File: config.mk
export PLATFORM = sky130hd
export DESIGN_NAME = imm_encoder
export DESIGN_NICKNAME = d
export VERILOG_FILES = /design/src/rtl/imm_encoder_pkg.sv /design/src/rtl/imm_field_packer.sv /design/src/rtl/imm_encoder.sv
export SDC_FILE = /design/constraint.sdc
export NUM_CORES = 1
export LEC_CHECK = 0
export CAP_MARGIN = 20
export CORE_ASPECT_RATIO = 0.75
export CORE_MARGIN = 4
export CORE_UTILIZATION = 31
export CTS_BUF_LIST = sky130_fd_sc_hd__clkbuf_2 sky130_fd_sc_hd__clkbuf_4 sky130_fd_sc_hd__clkbuf_8
export DETAILED_ROUTE_END_ITERATION = 7
export GPL_ROUTABILITY_DRIVEN = 0
export PLACE_DENSITY = 0.63
export SYNTH_ARGS = -nofsm -noshare
export SYNTH_HDL_FRONTEND = slang
export SYNTH_SLANG_ARGS = --single-unit
File: constraint.sdc
create_clock -name clk -period 5.14 [get_ports clk]
set_clock_uncertainty 0.15 [all_clocks]
set_input_delay 1.028 -clock clk [delete_from_list [all_inputs] [get_ports clk]]
set_output_delay 1.028 -clock clk [all_outputs]
set_load 0.03 [all_outputs]
File: src/rtl/imm_encoder_pkg.sv
// Shared definitions for the immediate encode/decode path.
package imm_enc_pkg;

  // Instruction format selector, shared with the decode side.
  typedef enum logic [2:0] {
    IT_I   = 3'd0,
    IT_U   = 3'd1,
    IT_S   = 3'd2,
    IT_R   = 3'd3,
    IT_SB  = 3'd4,
    IT_UJ  = 3'd5,
    IT_LI  = 3'd6,
    IT_RSV = 3'd7
  } imm_type_e;

  localparam logic [6:0] OP_IMM   = 7'h13;
  localparam logic [6:0] OP_IMM32 = 7'h1B;
  localparam logic [6:0] OP_LUI   = 7'h37;

  // True when value is representable as a width-bit two's complement number:
  // every bit from width-1 upward must equal the sign bit.
  function automatic logic fits_signed(input logic [63:0] value, input int unsigned width);
    logic [63:0] upper;
    upper = $signed(value) >>> (width - 1);
    return (upper == '0) || (upper == '1);
  endfunction

endpackage

File: src/rtl/imm_field_packer.sv
// Combinational field packer: one format + fields + immediate -> 32-bit word.
// Out-of-range immediates and unsupported formats yield err=1, instr=0.
module imm_field_packer
  import imm_enc_pkg::*;
(
  input  imm_type_e   typ,
  input  logic [6:0]  opcode,
  input  logic [2:0]  funct3,
  input  logic [6:0]  funct7,
  input  logic [4:0]  rd,
  input  logic [4:0]  rs1,
  input  logic [4:0]  rs2,
  input  logic [63:0] imm,
  output logic [31:0] instr,
  output logic        err
);

  // Format-dependent bit placement plus range check.
  always_comb begin
    instr = '0;
    err   = 1'b0;
    unique case (typ)
      IT_I: begin
        err   = !fits_signed(imm, 12);
        instr = {imm[11:0], rs1, funct3, rd, opcode};
      end
      IT_S: begin
        err   = !fits_signed(imm, 12);
        instr = {imm[11:5], rs2, rs1, funct3, imm[4:0], opcode};
      end
      IT_U: begin
        err   = (imm[63:32] != '0) || (imm[11:0] != '0);
        instr = {imm[31:12], rd, opcode};
      end
      IT_R: begin
        instr = {funct7, rs2, rs1, funct3, rd, opcode};
      end
      // imm is a halfword offset here, so bit n of imm is byte-offset bit n+1.
      IT_SB: begin
        err   = !fits_signed(imm, 12);
        instr = {imm[11], imm[9:4], rs2, rs1, funct3, imm[3:0], imm[10], opcode};
      end
      IT_UJ: begin
        err   = !fits_signed(imm, 20);
        instr = {imm[19], imm[9:0], imm[10], imm[18:11], rd, opcode};
      end
      default: begin
        // LI is expanded upstream; reaching here with LI or reserved is an error.
        err = 1'b1;
      end
    endcase
    if (err) instr = '0;
  end

endmodule

File: src/rtl/imm_encoder.sv
// Instruction encoder with LI pseudo-op expansion and a single registered
// output word. LI may produce LUI followed by ADDIW; the ADDIW is packed
// from captured rd/lo while the LUI is held, so the packer is shared.
module imm_encoder
  import imm_enc_pkg::*;
#(
  parameter bit LI_EN = 1'b1
) (
  input  logic        clk,
  input  logic        reset,
  input  logic        in_valid,
  output logic        in_ready,
  input  logic [2:0]  in_type,
  input  logic [6:0]  in_opcode,
  input  logic [2:0]  in_funct3,
  input  logic [6:0]  in_funct7,
  input  logic [4:0]  in_rd,
  input  logic [4:0]  in_rs1,
  input  logic [4:0]  in_rs2,
  input  logic [63:0] in_imm,
  output logic        out_valid,
  input  logic        out_ready,
  output logic [31:0] out_instr,
  output logic        out_last,
  output logic        out_err
);

  typedef enum logic [1:0] {S_IDLE, S_OUT, S_OUT_HI} state_e;

  state_e      state_q, state_d;
  logic [31:0] instr_q, instr_d;
  logic        last_q, last_d;
  logic        err_q, err_d;
  logic [4:0]  rd_q, rd_d;
  logic [11:0] lo_q, lo_d;

  logic        accept;
  logic        is_li, li_fit32, li_fit12, li_pair, li_bad;
  logic [31:0] li_sum;

  imm_type_e   pk_type;
  logic [6:0]  pk_op;
  logic [2:0]  pk_f3;
  logic [4:0]  pk_rd, pk_rs1;
  logic [63:0] pk_imm;
  logic [31:0] pk_instr;
  logic        pk_err;

  assign in_ready = !reset && ((state_q == S_IDLE) || ((state_q == S_OUT) && out_ready));
  assign accept   = in_valid && in_ready;

  assign is_li    = LI_EN && (in_type == 3'(IT_LI));
  assign li_fit32 = fits_signed(in_imm, 32);
  assign li_fit12 = fits_signed(in_imm, 12);
  // Rounding the upper part by +0x800 compensates for ADDIW sign-extending lo.
  assign li_sum   = in_imm[31:0] + 32'h0000_0800;
  assign li_pair  = is_li && li_fit32 && !li_fit12 && (in_imm[11:0] != '0);
  assign li_bad   = is_li && !li_fit32;

  // Packer input select: pending ADDIW, LI first word, or the raw request.
  always_comb begin
    pk_type = imm_type_e'(in_type);
    pk_op   = in_opcode;
    pk_f3   = in_funct3;
    pk_rd   = in_rd;
    pk_rs1  = in_rs1;
    pk_imm  = in_imm;
    if (state_q == S_OUT_HI) begin
      pk_type = IT_I;
      pk_op   = OP_IMM32;
      pk_f3   = 3'd0;
      pk_rd   = rd_q;
      pk_rs1  = rd_q;
      pk_imm  = {{52{lo_q[11]}}, lo_q};
    end else if (is_li) begin
      pk_f3  = 3'd0;
      pk_rs1 = 5'd0;
      if (li_fit12) begin
        pk_type = IT_I;
        pk_op   = OP_IMM;
      end else begin
        pk_type = IT_U;
        pk_op   = OP_LUI;
        pk_imm  = {32'd0, li_sum[31:12], 12'd0};
      end
    end
  end

  imm_field_packer u_packer (
    .typ    (pk_type),
    .opcode (pk_op),
    .funct3 (pk_f3),
    .funct7 (in_funct7),
    .rd     (pk_rd),
    .rs1    (pk_rs1),
    .rs2    (in_rs2),
    .imm    (pk_imm),
    .instr  (pk_instr),
    .err    (pk_err)
  );

  // Next-state: load on accept, advance LUI->ADDIW, retire on consume.
  always_comb begin
    state_d = state_q;
    instr_d = instr_q;
    last_d  = last_q;
    err_d   = err_q;
    rd_d    = rd_q;
    lo_d    = lo_q;
    if (state_q == S_OUT_HI) begin
      if (out_ready) begin
        state_d = S_OUT;
        instr_d = pk_instr;
        last_d  = 1'b1;
        err_d   = 1'b0;
      end
    end else if (accept) begin
      err_d   = pk_err || li_bad;
      instr_d = (pk_err || li_bad) ? 32'd0 : pk_instr;
      last_d  = !li_pair;
      state_d = li_pair ? S_OUT_HI : S_OUT;
      rd_d    = in_rd;
      lo_d    = in_imm[11:0];
    end else if ((state_q == S_OUT) && out_ready) begin
      state_d = S_IDLE;
    end
  end

  // State and output register; sync reset drops any pending ADDIW.
  always_ff @(posedge clk) begin
    if (reset) begin
      state_q <= S_IDLE;
      instr_q <= '0;
      last_q  <= 1'b0;
      err_q   <= 1'b0;
      rd_q    <= '0;
      lo_q    <= '0;
    end else begin
      state_q <= state_d;
      instr_q <= instr_d;
      last_q  <= last_d;
      err_q   <= err_d;
      rd_q    <= rd_d;
      lo_q    <= lo_d;
    end
  end

  assign out_valid = (state_q != S_IDLE);
  assign out_instr = instr_q;
  assign out_last  = last_q;
  assign out_err   = err_q;

endmodule

Yosys cells after proc, flatten, opt, wreduce, memory -nomap -nowiden
Index checks and enable logic that the tools add are counted.
- bits in registers: 53
- bits in latches: 0
- RAM bits: 0
- ROM bits: 0
- input bits: 103
- word-level logic and storage cells: 89
- memories kept: 0
- add/subtract/negate cells: 1
- multipliers: 0
- divide/modulo/power cells: 0
- $lt $le $gt $ge: 0
- equality and inequality tests: 13
- shift-type cells: 0
- mux-type cells: 32
- bitwise logic cells: 1
- reductions and logical operators: 36
- operator list (operator ; number):
    $eq A64 B64 Y1 const B ; 4
    $logic_not A64 Y1 ; 4
    $mux W64 ; 3
    $pmux W32 S6 ; 1
    $mux W32 ; 5
    $add A32 B12 Y32 const B ; 1
    $reduce_bool A32 Y1 ; 1
    $reduce_bool A12 Y1 ; 2
    $mux W5 ; 3
    $mux W7 ; 2
    $mux W3 ; 4
    $mux W2 ; 5
    $eq A3 B3 Y1 const B ; 3
    $logic_and A1 B1 Y1 ; 7
    $logic_or A1 B1 Y1 ; 7
    $mux W1 ; 7
    $eq A3 B2 Y1 const B ; 2
    $logic_not A1 Y1 ; 6
    $mux W6 ; 1
    $reduce_and A2 Y1 ; 3
    $pmux W1 S4 ; 1
    $reduce_bool A2 Y1 ; 2
    $eq A3 B1 Y1 const B ; 1
    $logic_not A3 Y1 ; 1
    other kinds (7) ; 7

Logic depth before layout (Yosys ltp)
- depth in word-level cells: 13
- mapped depth: 14
- depth with buffers taken out: 12

Cells and area by module
A second synthesis with hierarchy kept.
- cell total of the unflattened synthesis: 648
- area total of the unflattened synthesis: 4747.1 um^2
- by module, submodules not included (module ; instances ; cells an instance ; area an instance (um^2) ; sequential area each (um^2)):
    imm_encoder ; 1 ; 450 ; 3524.6 ; 1061.0
    imm_field_packer ; 1 ; 198 ; 1222.4 ; 0.0

Worst setup path before layout
OpenSTA, ideal clock, no wires.
- path kind: input -> register
- from: in in_imm[11]
- to: reg instr_q[10] (netlist: out_instr[10])
- library setup time: 0.096 ns
- data arrival time: 3.732 ns
- data required time: 4.894 ns
- setup slack: 1.162 ns
- cell stages on the path: 12
- buffers on the path: 1
- cells stage by stage: ha_1 nand3_2 or3_4 nor4_4 mux2i_1 o21a_1 o22ai_1 or4_1 a22oi_2 a311oi_2 buf_6 o41ai_2
- word-level cells in the longest chain between the ends: 13
- ends and longest elaborated chain (element ; RTL line ; text):
    start, declared ; imm_encoder.sv:20 ; input logic [63:0] in_imm,
    parallel branches: the longest is 12 deep, another holds $add A32 B12 Y32 ; -- ;
    $mux W32 (*) ; imm_encoder.sv:110 ; if (state_q == S_OUT_HI) begin
    end signal, assigned ; imm_encoder.sv:140 ; instr_q <= instr_d;
    end, declared ; imm_encoder.sv:31 ; logic [31:0] instr_q, instr_d;
Every way passes the cells marked *. The select of a mux whose other input is x is not followed.
A chain may end at the register's enable or synchronous reset.

Final worst setup path
- from: in in_imm[11]
- to: reg instr_q[4] (netlist: out_instr[4])
Same word-level chain as after synthesis.

==> impl_metrics.tcl <==
set metrics [dict create \
    synthTopCellsByArea "dfxtp_1, nand2_1, o41ai_2, o21ai_0, a21oi_1" \
    synth_flop_cell "dfxtp_1" \
    rrSetupSlack_ns 1.64 \
    combPwrFrac_pct 32.1 \
    p_leak_uw 0.00219 \
    core_um2 13700 \
    clkTransAtPathRegs_ns 0.11 \
    crit_type "primary input to flip-flop" \
    insertion_delay_ns 0.34 \
    numCtsBuffers 5 \
    antenna_found_initial 0 \
    status "finished, final reports clean" \
    dr.pass1.iters 6 \
    grt_pass1_vias 5245 \
    clock-sinks 53 \
    synthArstFlopShare_pct 0 \
    totalWireLength_um 18100 \
    dp_hpwl_um 14400 \
    synth_area_um2 4360 \
    synth.avg_cell_area_um2 7.05 \
    fin_crit_sh_pct 95.2 \
    worstPathRequired_ns 5.23 \
    worstPathArrival_ns 4.98 \
    synth_largest_area_cell "dfxtp_1" \
    total_power_uw 1080 \
    synth_edf_count 0 \
    cts_hold_buf 0 \
    fmax_mhz 204 \
    synth_top_area_share_pct 24.3 \
    p_int_uw 727 \
    die_w_um 145 \
    die_area_um2 16100 \
    dp.cells 920 \
    cts_max_path_buffers 2 \
    layout-drive-gt1-share_pct 10.8 \
    io_buffers 138 \
    track_usage_pct 21.4 \
    rr_startpoint "state_q[1]" \
    regToRegEndpoint "out_instr[8]" \
    synth-seq-cells 53 \
    tightest_slew_ns 1.06 \
    yosys_warnings 0 \
    endpoint "out_instr[4]" \
    io-pin-count 139 \
    cap_violations 0 \
    maxSlewHeadroom_pct 29.3 \
    viasPerCell 5.94 \
    p_clk_share_pct 27.9 \
    ir_worst_vdd_uv 138 \
    setup_viol 0 \
    reg2reg_depth 10 \
    nets 857 \
    syn_nets 724 \
    seq_power_share_pct 40.0 \
    slew_viol_final 0 \
    syn_to_final_growth_pct 41.8 \
    gr-total-overflow 0 \
    syn-instance-count 619 \
    hold_violations 0 \
    hold_class "flip-flop to flip-flop" \
    vias 5512 \
    instances_no_fill 928 \
    grt_max_degree 42 \
    start_util_pct 31.7 \
    ys_seq_area_share_pct 24.3 \
    grt_pass1_wl_um 28200 \
    fin_util_pct 45.0 \
    ant_nets 0 \
    cts_tree "built" \
    drc 0 \
    swShare_pct 33.0 \
    critical_path.endpoint_type "flip-flop" \
    clockRootBuffer "clkbuf_8" \
    power_switching_uw 358 \
    wl_per_cell_um 19.5 \
    period_minus_slack_ns 4.89 \
    ys_top_cells_by_count "nand2_1, dfxtp_1, nor2_1, o21ai_0, a21oi_1" \
    worstSetupStartpointType "primary input" \
    rows 37 \
    cts.htree.levels 2 \
    die_y_um 111 \
    synthMostInstantiatedCell "nand2_1" \
    holdWs_ns 0.313 \
    startpoint "in_imm[11]" \
    crit_fanout 13 \
    drt-initial-drc-count 652 \
    powerDensity_nw_per_um2 175 \
    synth.distinct_cells 62 \
    antenna_cells 0 \
]
[worst min path at each step]
stage	from	end	depth (start not counted)
2_1_floorplan	rd_q[0]	rd_q[0]	2
3_3_place_gp	out_instr[16]	out_instr[16]	2
3_5_place_dp	out_instr[23]	out_instr[23]	2
4_1_cts	rd_q[2]	rd_q[2]	2
5_1_grt	rd_q[1]	rd_q[1]	2
6_report	out_instr[23]	out_instr[23]	2
[critical path, stage by stage]
cell and delay, ns:
clkdlybuf4s50_1 0.68, ha_1 0.27, nand3_2 0.14, or3_4 0.46
nor4_4 0.40, nand4b_2 0.18, o22ai_1 0.21, o22ai_1 0.08
or4_1 0.54, a22oi_2 0.18, a311oi_4 0.15, buf_4 0.29
o41ai_1 0.37
[what timing repair did]
action / in CTS / in global routing
resized for setup: 0 / 3
setup buffers: 0 / 0
setup endpoints to repair: 0 / 16
[power groups by stage]
stage / Combinational [uW] / Sequential, uW / Clock (uW)
6_report: 348 / 434 / 302
3_5_place_dp: 340 / 443 / 0
4_1_cts: 341 / 434 / 305
3_3_place_gp: 336 / 443 / 0
2_1_floorplan: 148 / 456 / 0
5_1_grt: 372 / 436 / 318
[area by class of cell]
type,instances,area (um^2)
clock inverters,3,43.8
multi-input cells,510,3110
inverters,11,41.3
flip-flops and latches,53,1060
well taps,175,219
fillers,1335,7560
repair buffers,171,1640
clock buffers,5,68.8
[sequential cells by signal, indices dropped and copies added (netlist names)]
register	flops
state_q	2
out_last	1
out_instr	32
lo_q	12
rd_q	5
out_err	1
[cell usage in the layout, fill, tap and decap left out, drive strengths merged, types with 3 or more instances in the layout]
master / synthesis / layout
xor2: 11 / 11
and2: 5 / 5
o21ai: 39 / 39
a31oi: 7 / 7
nor2b: 5 / 5
buf: 14 / 33
nand2: 131 / 131
o2111ai: 3 / 3
o21a: 4 / 4
a211o: 5 / 5
nor4: 27 / 27
clkdlybuf4s50: 0 / 138
clkbuf: 31 / 5
and3: 7 / 7
o41ai: 18 / 18
xnor2: 9 / 9
dfxtp: 53 / 53
a21boi: 5 / 5
a222oi: 7 / 7
or3: 6 / 6
a221oi: 12 / 12
inv: 11 / 12
or2: 4 / 4
nand4: 28 / 28
nand3: 23 / 23
o22ai: 8 / 8
nor2: 48 / 48
nor3: 20 / 20
o31ai: 3 / 3
a211oi: 3 / 3
a22oi: 7 / 7
nand2b: 5 / 5
a21oi: 37 / 37
[layer usage]
metal	vias to the layer above	global-route usage, %	part of all wire (%)
met5	-	0	0
met4	0	4.11	1.0
met3	20	5.56	11
li1	2587	-	-
met2	328	31.2	42
met1	2577	31.7	46
[stage by stage]
step	setup TNS [ns]	area (um^2)	setup slack (ns)
after floorplan	0	4360	1.16
after global routing	-0.00639	6190	-0.00639
after detailed placement	-3.44	6050	-0.206
final	0	6190	0.246
after global placement	-0.0846	6050	-0.0275
after CTS	0	6160	0.140
[logic make-up (layout without fill, tap and decap cells)]
logic type / count (synthesis) / in the layout / share of synthesized area (%)
xor gates and xnor gates: 20 / 20 / 4.01
buffers and inverters: 56 / 190 / 5.53
AOI/OAI and AO/OA: 169 / 169 / 29.0
adders and majority gates: 2 / 2 / 0.573
DFF: 53 / 53 / 24.3
and+or+nand+nor: 318 / 318 / 36.3
muxes: 1 / 1 / 0.229
Note: power is estimated with default switching activity, not from simulation.
